==> src/rtl/uart_rx_pkg.sv <==
// uart_rx_pkg: receiver FSM state encoding and default frame geometry
package uart_rx_pkg;
  typedef enum logic [2:0] {IDLE, START, DATA, PARITY, STOP, BREAK} state_t;
  localparam int DEFAULT_DATA_BITS = 8;
  localparam int DEFAULT_OVERSAMPLE = 16;
endpackage

==> src/rtl/uart_rx_sync.sv <==
// uart_rx_sync: 2-flop synchroniser for the serial line, resets to idle-high
module uart_rx_sync (
  input  logic clk_in,
  input  logic rst_n,
  input  logic rx,
  output logic rx_s
);
  logic meta;
  always_ff @(posedge clk_in or negedge rst_n)
    if (!rst_n) {rx_s, meta} <= 2'b11;
    else {rx_s, meta} <= {meta, rx};
endmodule

==> src/rtl/uart_rx_frame.sv <==
// uart_rx_frame: oversampled UART receive framer with valid/ready byte output
// Define UART_RX_PARITY_EN to add an even-parity bit between data and stop.
module uart_rx_frame
  import uart_rx_pkg::*;
#(
  parameter int DATA_BITS  = DEFAULT_DATA_BITS,
  parameter int OVERSAMPLE = DEFAULT_OVERSAMPLE
) (
  input  logic                 clk_in,
  input  logic                 rst_n,
  input  logic                 baud_tick,
  input  logic                 rx,
  output logic [DATA_BITS-1:0] rx_data,
  output logic                 rx_valid,
  input  logic                 rx_ready,
  output logic                 rx_busy,
  output logic                 frame_error,
  output logic                 overrun,
  output logic                 parity_error
);
  localparam int TW = $clog2(OVERSAMPLE);
  localparam int BW = $clog2(DATA_BITS + 1);
  localparam logic [TW-1:0] T_MID = TW'(OVERSAMPLE / 2 - 2);
  localparam logic [TW-1:0] T_END = TW'(OVERSAMPLE - 1);
  localparam logic [BW-1:0] B_LAST = BW'(DATA_BITS - 1);
  state_t state, state_n;
  logic [TW-1:0] tcnt, tcnt_n;
  logic [BW-1:0] bcnt, bcnt_n;
  logic [DATA_BITS-1:0] shreg, shreg_n;
  logic rx_s, bit_end, done, ferr, perr;
  uart_rx_sync u_sync (.clk_in(clk_in), .rst_n(rst_n), .rx(rx), .rx_s(rx_s));
`ifdef UART_RX_PARITY_EN
  localparam state_t AFTER_DATA = PARITY;
  logic par;
  always_ff @(posedge clk_in or negedge rst_n)
    if (!rst_n) par <= 1'b0;
    else par <= (state == PARITY && bit_end) ? rx_s : par;
  assign perr = done & (^{shreg, par});
`else
  localparam state_t AFTER_DATA = STOP;
  assign perr = 1'b0;
`endif
  assign bit_end = baud_tick && tcnt == T_END;
  assign rx_busy = state != IDLE;
  always_comb begin
    state_n = state;
    tcnt_n = baud_tick ? tcnt + 1'b1 : tcnt;
    bcnt_n = bcnt;
    shreg_n = shreg;
    done = 1'b0;
    ferr = 1'b0;
    case (state)
      IDLE: begin
        tcnt_n = '0;
        if (!rx_s) state_n = START;
      end
      START:
        if (baud_tick && tcnt == T_MID) begin
          tcnt_n = '0;
          bcnt_n = '0;
          state_n = rx_s ? IDLE : DATA;
        end
      DATA:
        if (bit_end) begin
          tcnt_n = '0;
          shreg_n = {rx_s, shreg[DATA_BITS-1:1]};
          bcnt_n = bcnt + 1'b1;
          if (bcnt == B_LAST) state_n = AFTER_DATA;
        end
      PARITY:
        if (bit_end) begin
          tcnt_n = '0;
          state_n = STOP;
        end
      STOP:
        if (bit_end) begin
          tcnt_n = '0;
          done = rx_s;
          ferr = !rx_s;
          state_n = rx_s ? IDLE : BREAK;
        end
      BREAK: if (rx_s) state_n = IDLE;
      default: state_n = IDLE;
    endcase
  end
  always_ff @(posedge clk_in or negedge rst_n)
    if (!rst_n) begin
      state <= IDLE;
      tcnt <= '0;
      bcnt <= '0;
      shreg <= '0;
      rx_data <= '0;
      rx_valid <= 1'b0;
      frame_error <= 1'b0;
      overrun <= 1'b0;
      parity_error <= 1'b0;
    end else begin
      state <= state_n;
      tcnt <= tcnt_n;
      bcnt <= bcnt_n;
      shreg <= shreg_n;
      frame_error <= ferr;
      parity_error <= perr;
      overrun <= done && rx_valid && !rx_ready;
      if (done && (!rx_valid || rx_ready)) rx_data <= shreg;
      rx_valid <= done ? 1'b1 : rx_valid && !rx_ready;
    end
endmodule

==> config.mk <==
export PLATFORM = sky130hd
export DESIGN_NAME = uart_rx_frame
export DESIGN_NICKNAME = d
export VERILOG_FILES = /design/src/rtl/uart_rx_pkg.sv /design/src/rtl/uart_rx_sync.sv /design/src/rtl/uart_rx_frame.sv
export SDC_FILE = /design/constraint.sdc
export NUM_CORES = 1
export LEC_CHECK = 0
export ABC_AREA = 1
export BUFFER_PORTS_ARGS = -buffer_cell sky130_fd_sc_hd__buf_2
export CORE_MARGIN = 2
export CORE_UTILIZATION = 51
export CTS_CLUSTER_DIAMETER = 40
export DETAILED_ROUTE_END_ITERATION = 8
export MAX_ROUTING_LAYER = met4
export PLACE_DENSITY_LB_ADDON = 0.1
export SETUP_SLACK_MARGIN = 0.2
export SYNTH_ARGS = -nofsm -noshare
export SYNTH_HDL_FRONTEND = slang
export SYNTH_SLANG_ARGS = --single-unit
==> constraint.sdc <==
create_clock -name clk_in -period 1.19 [get_ports clk_in]
set_input_delay 0.0595 -clock clk_in [delete_from_list [all_inputs] [get_ports clk_in]]
set_output_delay 0.0595 -clock clk_in [all_outputs]
set_load 0.05 [all_outputs]
==> results.yml <==
run_status:
  outcome: "finished, violations left"
  failed_checks: "DRC, setup timing"
timing:
  drv_slew: 0
  finalCritPeriodShare_pct: 117
  worst_slack_ns: -0.199
  fin_crit_ns: 1.39
  setup_viol: 29
  tns_ns: -4.82
  hold_violations: 0
  fmax_mhz: 720
  rsz0062_at_grt: "true"
  fin_hold_ws_ns: 0.0227
  clock-skew-final_ns: 0.0222
power:
  sw_frac_of_total_pct: 37.8
  p_int_w: 0.00240
  seq_power_share_pct: 33.6
  powerDensity_mw_per_mm2: 1780
  power_leakage_nw: 1.13
  p_comb_share_pct: 44.5
  p_sw_w: 0.00146
  clkPwrFrac_pct: 22.0
  peakVddDrop_mv: 1.49
  power_w: 0.00386
setup_path:
  r2r_setup_slack_ns: -0.20
  end_kind: "register"
  critical_path_buf_inv_count: 2
  slowest_stage: "dfrtp_1"
  worst_ep_arrival_time_ns: 1.62
  worstReg2RegStart: "tcnt[0]"
  cp-start-kind: "register"
  r2r_cells: 7
  path_max_fanout: 3
  worstPathCellList: "ha_2 -> buf_4 -> nand4_1 -> nand2_2 -> buf_4 -> nand4_1 -> nand2_1"
  slowest_delay_ns: 0.43
  r2r-end: "state[0]"
  crit_family: "flip-flops"
  critPathKind: "reg2reg"
  critical_path_required_ns: 1.42
layout:
  drive_gt1_share_pct: 45.9
  regArea_um2: 805
  n_fill_cell: 178
  layout_common_cells: "nand2_1, buf_4, dfrtp_1"
  fin_util_pct: 77.3
  area_delta_synth_final_pct: 42.6
  fin_nets: 236
  multi_input_area_um2: 693
  antennaDiodeCount: 0
  layout_commonest_cell: "nand2_1"
floorplanning:
  start_util_pct: 54.2
  die_width_um: 58.6
  die_y_um: 58.6
  io_pins: 18
  row_count: 19
  coreArea_mm2: 0.00281
  dieArea_mm2: 0.00343
logic_synthesis:
  yosysSeqAreaShare_pct: 52.8
  post_synth_num_cell_types: 25
  syn_inst: 172
  syn_area_mm2: 0.00152
  synth_warnings: 0
  syn_avg_cell_area_um2: 8.84
  syn_nets: 180
  synth-seq-cells: 32
clock_network:
  clk_latency_ns: 0.35
  cts_max_level: 2
  cts_tree: "built"
  numClockSinks: 32
  root_buffer: "clkbuf_4"
  cts_buffers: 5
  cts_max_path_buffers: 2
  path_clk_slew_ns: 0.11
global_route:
  grt_max_degree: 33
  grt_pass1_vias: 1242
  grt_antenna_before_repair: 0
  grt_usage_pct: 21.4
  grt-ovfl-total: 0
  grt_pass1_wl_um: 5320
placed_design:
  place_hpwl_um: 2050
  port_buffers: 16
  place_congestion: 0.842
  pre_cts_ws_ns: -0.278
min_path:
  worstHoldPathType: "in2reg"
  hp-start: "rx_ready"
  whs_endpoint: "rx_valid"
  min_path_cells: 4
route:
  drt-wirelength-per-cell_um: 12.7
  drt-pass1-iter-count: 6
  routed_wl_um: 3310
  drc: 1
  antenna_violating_nets_post_route: 0
  via_count: 1287
  vias_per_cell: 4.95
  drtIter0Drc: 56
job:
  maxCapViolations: 0
-- layout make-up --
class	count	share of cell area [%]
Sequential cell	32	37.1
Tap cell	31	1.79
Clock inverter	3	1.96
Inverter	18	3.46
Multi-Input combinational cell	117	32.0
Timing Repair Buffer	54	22.0
Clock buffer	5	1.73
-- sequential cells by signal (all words and copies together) (netlist names) --
name         count
u_sync.meta      1
state            3
tcnt             4
rx_data          8
shreg            8
rx_valid         1
frame_error      1
overrun          1
u_sync.rx_s      1
bcnt             4
-- routing by layer --
layer,track usage (%),part of all wire [%],vias up
li1,-,-,655
met3,4.84,3.7,7
met5,-,0,-
met1,26.7,46,598
met4,10.4,1.9,0
met2,33.1,48,27
-- what timing repair did --
action	4_1_cts	5_1_grt
gates cloned	0	0
pin swaps	11	5
endpoints found under the setup margin	42	41
endpoints found under the hold margin	31	0
resized for setup	48	6
setup buffers	8	7
hold buffers	2	0
-- synth_stat cells --
| cell | n | area (um^2) |
|---|---|---|
| o21ai_0 | 6 | 30.0 |
| buf_6 | 3 | 33.8 |
| o21ai_2 | 5 | 43.8 |
| dfrtp_1 | 30 | 751 |
| nand3_1 | 8 | 40.0 |
| nor3_2 | 1 | 10.0 |
| conb_1 | 1 | 3.75 |
| nand2_4 | 1 | 11.3 |
| inv_1 | 16 | 60.1 |
| xor2_1 | 2 | 17.5 |
| nand2_1 | 52 | 195 |
| nor2_1 | 15 | 56.3 |
| buf_4 | 2 | 15.0 |
| ha_1 | 3 | 37.5 |
| nor2_2 | 3 | 18.8 |
| clkinv_2 | 1 | 5.00 |
| nand3_2 | 2 | 20.0 |
| a21oi_2 | 1 | 8.76 |
| nand4_1 | 5 | 31.3 |
| inv_2 | 1 | 3.75 |
| xnor2_1 | 1 | 8.76 |
| dfstp_2 | 2 | 52.6 |
| nand2_2 | 4 | 25.0 |
| nor2_4 | 1 | 11.3 |
| o21ai_1 | 6 | 30.0 |
-- power by group through the flow --
stage / registers [W] / clock network, W / logic [W]
after detailed placement: 0.00133 / 0 / 0.00123
after global routing: 0.00131 / 0.000907 / 0.00187
after floorplan: 0.00132 / 0 / 0.000806
after global placement: 0.00133 / 0 / 0.00119
after CTS: 0.00129 / 0.000859 / 0.00161
final: 0.00130 / 0.000848 / 0.00172
-- metrics by stage --
| stage | cell area (um^2) | cells |
|---|---|---|
| after floorplan | 1540 | 172 |
| after global placement | 1780 | 235 |
| after detailed placement | 1780 | 235 |
| after CTS | 2100 | 253 |
| after global routing | 2170 | 260 |
| final | 2170 | 260 |
-- cell families after synthesis --
family | synth area share [%]
flip-flops | 52.8
adder cells (fa/ha/maj) | 2.47
AO/OA/AOI/OAI | 7.41
other | 0.247
XOR/XNOR | 1.73
buffers and inverters | 7.74
AND/OR/NAND/NOR | 27.6
-- worst max path at each step --
stage / from / to / depth (start not counted)
after floorplan: tcnt[0] / rx_data[4] / 7
after global placement: tcnt[0] / state[1] / 9
after detailed placement: tcnt[0] / state[2] / 9
after CTS: tcnt[0] / state[0] / 7
after global routing: tcnt[1] / state[1] / 8
final: tcnt[0] / state[0] / 7
-- worst min-delay path: stages --
cell	delay (ns)
buf_2	0.07
inv_1	0.03
nand2_1	0.11
nand2_1	0.07
(Power assumes the default switching activity.)
